--- config.mk ---
export PLATFORM = sky130hd
export DESIGN_NAME = brq_wb_port_arbiter
export DESIGN_NICKNAME = d
export VERILOG_FILES = /design/src/rtl/brq_wb_port_arbiter.sv
export SDC_FILE = /design/constraint.sdc
export NUM_CORES = 1
export LEC_CHECK = 0
export ABC_CLOCK_PERIOD_IN_PS = 6500
export CORE_ASPECT_RATIO = 0.8
export CORE_MARGIN = 5
export CORE_UTILIZATION = 50
export DETAILED_ROUTE_END_ITERATION = 10
export PLACE_DENSITY_LB_ADDON = 0.12
export SYNTH_ARGS = -nofsm -noshare
export SYNTH_HDL_FRONTEND = slang
export SYNTH_SLANG_ARGS = --single-unit
--- constraint.sdc ---
create_clock -name clk_i -period 6.5 [get_ports clk_i]
set_input_delay 1.625 -clock clk_i [delete_from_list [all_inputs] [get_ports clk_i]]
set_output_delay 1.625 -clock clk_i [all_outputs]
set_load 0.05 [all_outputs]
--- src/rtl/brq_wb_port_arbiter.sv ---
// Writeback port arbiter: LSU, EX and a buffered FPU result path share one RF write port.
// Optional BRQ_WB_ARB_PERF_EN adds EX-stall and FIFO-full performance strobes.
module brq_wb_port_arbiter #(
  parameter int unsigned FifoDepth = 4,
  parameter int unsigned MaxWait   = 3
) (
  input  logic                         clk_i,
  input  logic                         rst_i,
  input  logic                         lsu_we_i,
  input  logic [4:0]                   lsu_waddr_i,
  input  logic [31:0]                  lsu_wdata_i,
  input  logic                         lsu_fp_i,
  input  logic                         ex_valid_i,
  output logic                         ex_ready_o,
  input  logic [4:0]                   ex_waddr_i,
  input  logic [31:0]                  ex_wdata_i,
  input  logic                         ex_fp_i,
  input  logic                         fpu_valid_i,
  output logic                         fpu_ready_o,
  input  logic [4:0]                   fpu_waddr_i,
  input  logic [31:0]                  fpu_wdata_i,
  input  logic                         fpu_fp_i,
  output logic                         rf_we_o,
  output logic                         fp_rf_we_o,
  output logic [4:0]                   rf_waddr_o,
  output logic [31:0]                  rf_wdata_o,
  input  logic [4:0]                   hazard_addr_i,
  input  logic                         hazard_fp_i,
  output logic                         hazard_o,
  output logic [$clog2(FifoDepth):0]   fifo_count_o
`ifdef BRQ_WB_ARB_PERF_EN
  ,
  output logic                         perf_ex_stall_o,
  output logic                         perf_fifo_full_o
`endif
);

  localparam int unsigned PtrW = $clog2(FifoDepth);
  localparam int unsigned CntW = PtrW + 1;
  localparam int unsigned AgeW = 4;

  typedef struct packed {
    logic        fp;
    logic [4:0]  addr;
    logic [31:0] data;
  } wb_entry_t;

  typedef enum logic [1:0] {
    GntNone,
    GntLsu,
    GntEx,
    GntFifo
  } gnt_e;

  wb_entry_t       mem_q [FifoDepth];
  logic [PtrW-1:0] wr_ptr_q, wr_ptr_d;
  logic [PtrW-1:0] rd_ptr_q, rd_ptr_d;
  logic [CntW-1:0] count_q, count_d;
  logic [AgeW-1:0] age_q, age_d;

  logic            head_valid;
  logic            full;
  logic            aged;
  logic            push;
  logic            pop;
  gnt_e            gnt;
  wb_entry_t       win;
  logic            hazard_hit;
  logic [PtrW-1:0] slot_offs;

  assign head_valid = (count_q != '0);
  assign full       = (count_q == CntW'(FifoDepth));
  assign aged       = head_valid && (age_q == AgeW'(MaxWait));

  // Fixed priority; an aged FIFO head jumps ahead of EX but never ahead of LSU.
  always_comb begin
    gnt = GntNone;
    if (rst_i) begin
      gnt = GntNone;
    end else if (lsu_we_i) begin
      gnt = GntLsu;
    end else if (aged) begin
      gnt = GntFifo;
    end else if (ex_valid_i) begin
      gnt = GntEx;
    end else if (head_valid) begin
      gnt = GntFifo;
    end
  end

  always_comb begin
    win = '0;
    case (gnt)
      GntLsu: begin
        win.fp   = lsu_fp_i;
        win.addr = lsu_waddr_i;
        win.data = lsu_wdata_i;
      end
      GntEx: begin
        win.fp   = ex_fp_i;
        win.addr = ex_waddr_i;
        win.data = ex_wdata_i;
      end
      GntFifo: win = mem_q[rd_ptr_q];
      default: win = '0;
    endcase
  end

  assign rf_we_o     = (gnt != GntNone) & ~win.fp;
  assign fp_rf_we_o  = (gnt != GntNone) &  win.fp;
  assign rf_waddr_o  = win.addr;
  assign rf_wdata_o  = win.data;
  assign ex_ready_o  = (gnt == GntEx);
  assign fpu_ready_o = ~rst_i & ~full;

  assign push = fpu_valid_i & fpu_ready_o;
  assign pop  = (gnt == GntFifo);

  always_comb begin
    wr_ptr_d = wr_ptr_q + PtrW'(push);
    rd_ptr_d = rd_ptr_q + PtrW'(pop);
    count_d  = count_q + CntW'(push) - CntW'(pop);
    age_d    = age_q;
    if (!head_valid || pop) begin
      age_d = '0;
    end else if (age_q != AgeW'(MaxWait)) begin
      age_d = age_q + AgeW'(1);
    end
  end

  always_ff @(posedge clk_i) begin
    if (rst_i) begin
      wr_ptr_q <= '0;
      rd_ptr_q <= '0;
      count_q  <= '0;
      age_q    <= '0;
    end else begin
      wr_ptr_q <= wr_ptr_d;
      rd_ptr_q <= rd_ptr_d;
      count_q  <= count_d;
      age_q    <= age_d;
    end
  end

  // Payload storage needs no reset; occupancy is tracked by count_q.
  always_ff @(posedge clk_i) begin
    if (push) begin
      mem_q[wr_ptr_q].fp   <= fpu_fp_i;
      mem_q[wr_ptr_q].addr <= fpu_waddr_i;
      mem_q[wr_ptr_q].data <= fpu_wdata_i;
    end
  end

  // A slot is live when its distance from the read pointer is below the occupancy.
  always_comb begin
    hazard_hit = 1'b0;
    slot_offs  = '0;
    for (int i = 0; i < FifoDepth; i++) begin
      slot_offs = PtrW'(i) - rd_ptr_q;
      if ((CntW'(slot_offs) < count_q) &&
          (mem_q[i].addr == hazard_addr_i) &&
          (mem_q[i].fp == hazard_fp_i)) begin
        hazard_hit = 1'b1;
      end
    end
  end

  assign hazard_o     = hazard_hit & ~rst_i;
  assign fifo_count_o = rst_i ? '0 : count_q;

`ifdef BRQ_WB_ARB_PERF_EN
  assign perf_ex_stall_o  = ~rst_i & ex_valid_i & ~ex_ready_o;
  assign perf_fifo_full_o = ~rst_i & full;
`endif

endmodule

# Yosys cells after proc, flatten, opt, wreduce, memory -nomap -nowiden
# Memories as Yosys holds them, arrays and structs flattened. A register that Yosys moved wholly into a read port is not among the register bits.
# Cells that the tools add are included.
# word_totals
ff_bits	11
mem_bits_rw	152
input_bits	125
mem_count	1
# classes
add_sub_neg	9
n_lt_le_gt_ge	4
n_eq_ne	14
muxes	14
bitwise_logic	8
n_reduce_logical	14
# memory_table
memory	words	word_bits	rd	rd_clocked_by_memory_dff	write_ports	line_no	source
mem_q	4	38	5	1	1	55	wb_entry_t mem_q [FifoDepth];
# ops
cell	count
case mux 38 bit (3 select lines)	1
== test 5 bit	4
< comparator 2 x 3 -> 1 bit	4
two-way mux 2 bit	6
logical AND 1 bit	9
two-way mux 1 bit	6
AND 1 bit	5
adder 2 x 1 -> 2 bit	2
adder 4 x 1 -> 4 bit (second input constant)	1
== test 1 bit	4
== test 2 bit (second input constant)	2
== test 4 x 2 -> 1 bit (second input constant)	1
inequality test 4 x 2 -> 1 bit (second input constant)	1
subtractor 1 x 2 -> 2 bit (first input constant)	2
subtractor 2 bit (first input constant)	2
adder 3 x 1 -> 3 bit	1
== test 3 bit (second input constant)	1
two-way mux 3 bit	1
inverter 1 bit	3
nonzero test 3 bit	1
subtractor 3 x 1 -> 3 bit	1
== test 2 x 1 -> 1 bit (second input constant)	1
nonzero test 2 bit	1
OR reduction 2 bit	1
other kinds (2)	2

# Longest topological paths before layout
# logic_depth
word_depth	10
depth_mapped	12
depth_no_buf	10

# Least setup slack after synthesis
# No wires, ideal clock.
# synth_timing
path_type	input to register
start	in rst_i
end	mem mem_q[1][0] (netlist bit), enable pin
setup_ns	0.489
t_arrival_ns	5.586
t_required_ns	6.011
path_slack_ns	0.426
stages	3
cell_sequence	a21oi_1 > nand2_1 > nor3b_1
# synth_via
elab_chain_len	5
# synth_lines
item	line_no	source
from (decl)	8	input logic rst_i,
inverter 1 bit	114	assign fpu_ready_o = ~rst_i & ~full;
AND 1 bit	114	
AND 1 bit	116	assign push = fpu_valid_i & fpu_ready_o;
two-way mux 1 bit	147	if (push) begin
two-way mux 1 bit (not written as such)	150	mem_q[wr_ptr_q].data <= fpu_wdata_i;
to (decl)	55	
# No other way between the ends.

# Final worst setup path
# layout_timing
start	in hazard_addr_i[4]
end	out hazard_o
# layout_via
elab_chain_len	8
# layout_lines
item	line_no	source
from (decl)	27	input logic [4:0] hazard_addr_i,
== test 5 bit	161	(mem_q[i].addr == hazard_addr_i) &&
logical AND 1 bit	160	if ((CntW'(slot_offs) < count_q) &&
logical AND 1 bit	161	
two-way mux 1 bit (3 in series)	160	
two-way mux 1 bit *	160	
AND 1 bit *	168	assign hazard_o = hazard_hit & ~rst_i;
to (decl)	29	output logic hazard_o,
# Mark *: on every way between the ends. The rest lies on a longest branch, timed or not.

==> flow_summary.ini <==
[finish]
final_common_cell = clkdlybuf4s50_1
post-route-util = 0.681
n_antenna_cell = 0
nets = 754
area_growth_pct = 34.3
drive_above_1_share = 0.163
layout_common_cells = clkdlybuf4s50_1, edfxtp_1, nand2_1, mux2i_1

[routing]
vias = 4383
drc_errors = 0
drt_iter0_markers = 263
avgRoutedWirePerCell_um = 19.4
avgViaCountPerCell = 5.38
antenna_left = 0
drtPass1Iterations = 4
wl_um = 15800

[worst_setup_path]
worstPathRequired_ps = 4880
critPathMaxStageDelay_ps = 850
crit_type = in -> out
startpoint = hazard_addr_i[4]
startpoint_type = primary input
cp_cell_sequence = clkdlybuf4s50_1, xor2_1, a2111o_1, a311o_1, a41oi_1, clkdlybuf4s50_1
worstPathArrival_ps = 4090
cpMostUsedCell = clkdlybuf4s50_1
end_kind = output port
slowest_stage = clkdlybuf4s50_1
reg2reg_from = age_q[0]
path_max_fanout = 4

[global_route]
grt_pass1_vias = 4552
track_usage = 0.194
antenna_found_initial = 0
grt.overflow.total = 0
grt_max_degree = 43
grt_pass1_wl_um = 24800

[sta]
finalHoldViolations = 0
setup_violations = 0
min_period_ps = 5720
clock.fmax_ghz = 0.175
skew_ps = 7.44
drv_slew = 0
max_slew_margin = 0.299
rsz0062_at_grt = no
tightest_slew_ps = 1050
tns_ps = 0
fin_crit_sh = 0.880

[synth]
syn_inst = 442
ys_ff_latch = 163
synth_area_leaders = edfxtp_1, mux4_2, mux2i_1
synth_area_leader_cell = edfxtp_1
syn_nets = 577
synth_edf_count = 152
postSynthAreaPerCell_um2 = 16.4
ys_seq_area_frac = 0.662
synth_area_um2 = 7230
synth_top_area_frac = 0.631
ys.warnings.count = 0
synth_cell_types = 32
synth_flop_cell = edfxtp_1
async_reset_ff_frac = 0

[clock_network]
cts_tree = done
cts-root-buf = clkbuf_16
clk_latency_ps = 420
htreeDepth = 4
cts_sinks = 163
cts_made_buffers = 17
cts_buffer_depth = 2
post_cts_buffers = 0
ctsHoldBuffers = 0
clkSlewWorstSetupHoldPaths_ps = 60
cts_resized = 0

[floorplanning]
die_w_um = 144
io_pins = 170
start_util = 0.507
std_cell_rows = 39
die_h_um = 118
coreArea_um2 = 14200
fp.dieArea_um2 = 17000

[pwr]
power.leakage_nw = 3.16
peakVddDrop_mv = 0.187
power_mw = 2.53
power_density_nw_per_um2 = 261

[run_status]
outcome = completed

[hold_path]
hold_class = reg -> reg
min_from = age_q[1]

[placement]
dpl.hpwl_um = 10600
gp_congestion = 0.815
portBuffers = 169

[flow_run]
maxCapViolCount = 0
-- worst paths after layout --
kind | end | slack, ps | depth (start not counted)
worst max-delay path | hazard_o | 780 | 6
worst max register to register | count_q[1] | 3360 | 10
worst min register to register | age_q[1] | 490 | 2
worst min-delay path | age_q[1] | 490 | 2
-- per-layer routing --
metal,vias to the layer above,track usage,share of wire
met3,16,0.0524,0.070
met2,139,0.307,0.50
li1,2073,-,-
met1,2155,0.265,0.42
met5,-,0,0
met4,0,0.0542,0.0097
-- sequential cells by signal, summed over array words and instances, names as in the netlist --
register	count
wr_ptr_q	2
age_q	4
count_q	3
rd_ptr_q	2
mem_q	152
-- where the power goes --
part           total, mW  switching, mW  internal (mW)
sequential          1.20         0.0169           1.18
clock              0.949          0.386          0.563
combinational      0.382          0.208          0.174
total               2.53          0.611           1.92
-- per-stage QoR --
stage | hold WS, ps | instance area, um2 | instances | setup WS, ps
final | 489 | 9710 | 815 | 781
after global routing | 533 | 9710 | 815 | 661
after CTS | 497 | 9710 | 815 | 765
after detailed placement | 489 | 9140 | 784 | 773
after global placement | 457 | 9140 | 784 | 770
after floorplan | 449 | 7230 | 442 | 426
-- synth_stat cells, drive strengths merged, types with 3 or more instances --
cell type / count
a2111oi: 5
a21oi: 4
buf: 11
clkbuf: 13
dfxtp: 11
edfxtp: 152
ha: 9
inv: 9
mux2i: 39
mux4: 38
nand2: 43
nand3: 4
nor2: 9
nor2b: 7
nor3: 4
nor3b: 3
o21ai: 38
xnor2: 10
xor2: 22
-- cell families after synthesis --
| group | after synthesis | synth area share |
|---|---|---|
| xor+xnor | 32 | 0.0388 |
| compound gates | 53 | 0.0433 |
| fa+ha+maj | 10 | 0.0183 |
| simple gates | 74 | 0.0455 |
| mux | 77 | 0.172 |
| flops | 163 | 0.662 |
| buf+inv | 33 | 0.0199 |
-- layout make-up --
class                           count  area, um2
Tap cell                          184        230
Fill cell                         989       4540
Timing Repair Buffer              182       1750
Clock buffer                       19        433
Clock inverter                     12        134
Inverter                            9       33.8
Sequential cell                   163       4790
Multi-Input combinational cell    246       2330
-- worst max-delay path: cells and delay by family --
family	cells	cell delay (ps)
AOI/OAI and AO/OA	3	920
xor gates and xnor gates	1	180
buffers and inverters	2	1360
Note: power is estimated with default switching activity, not from simulation.
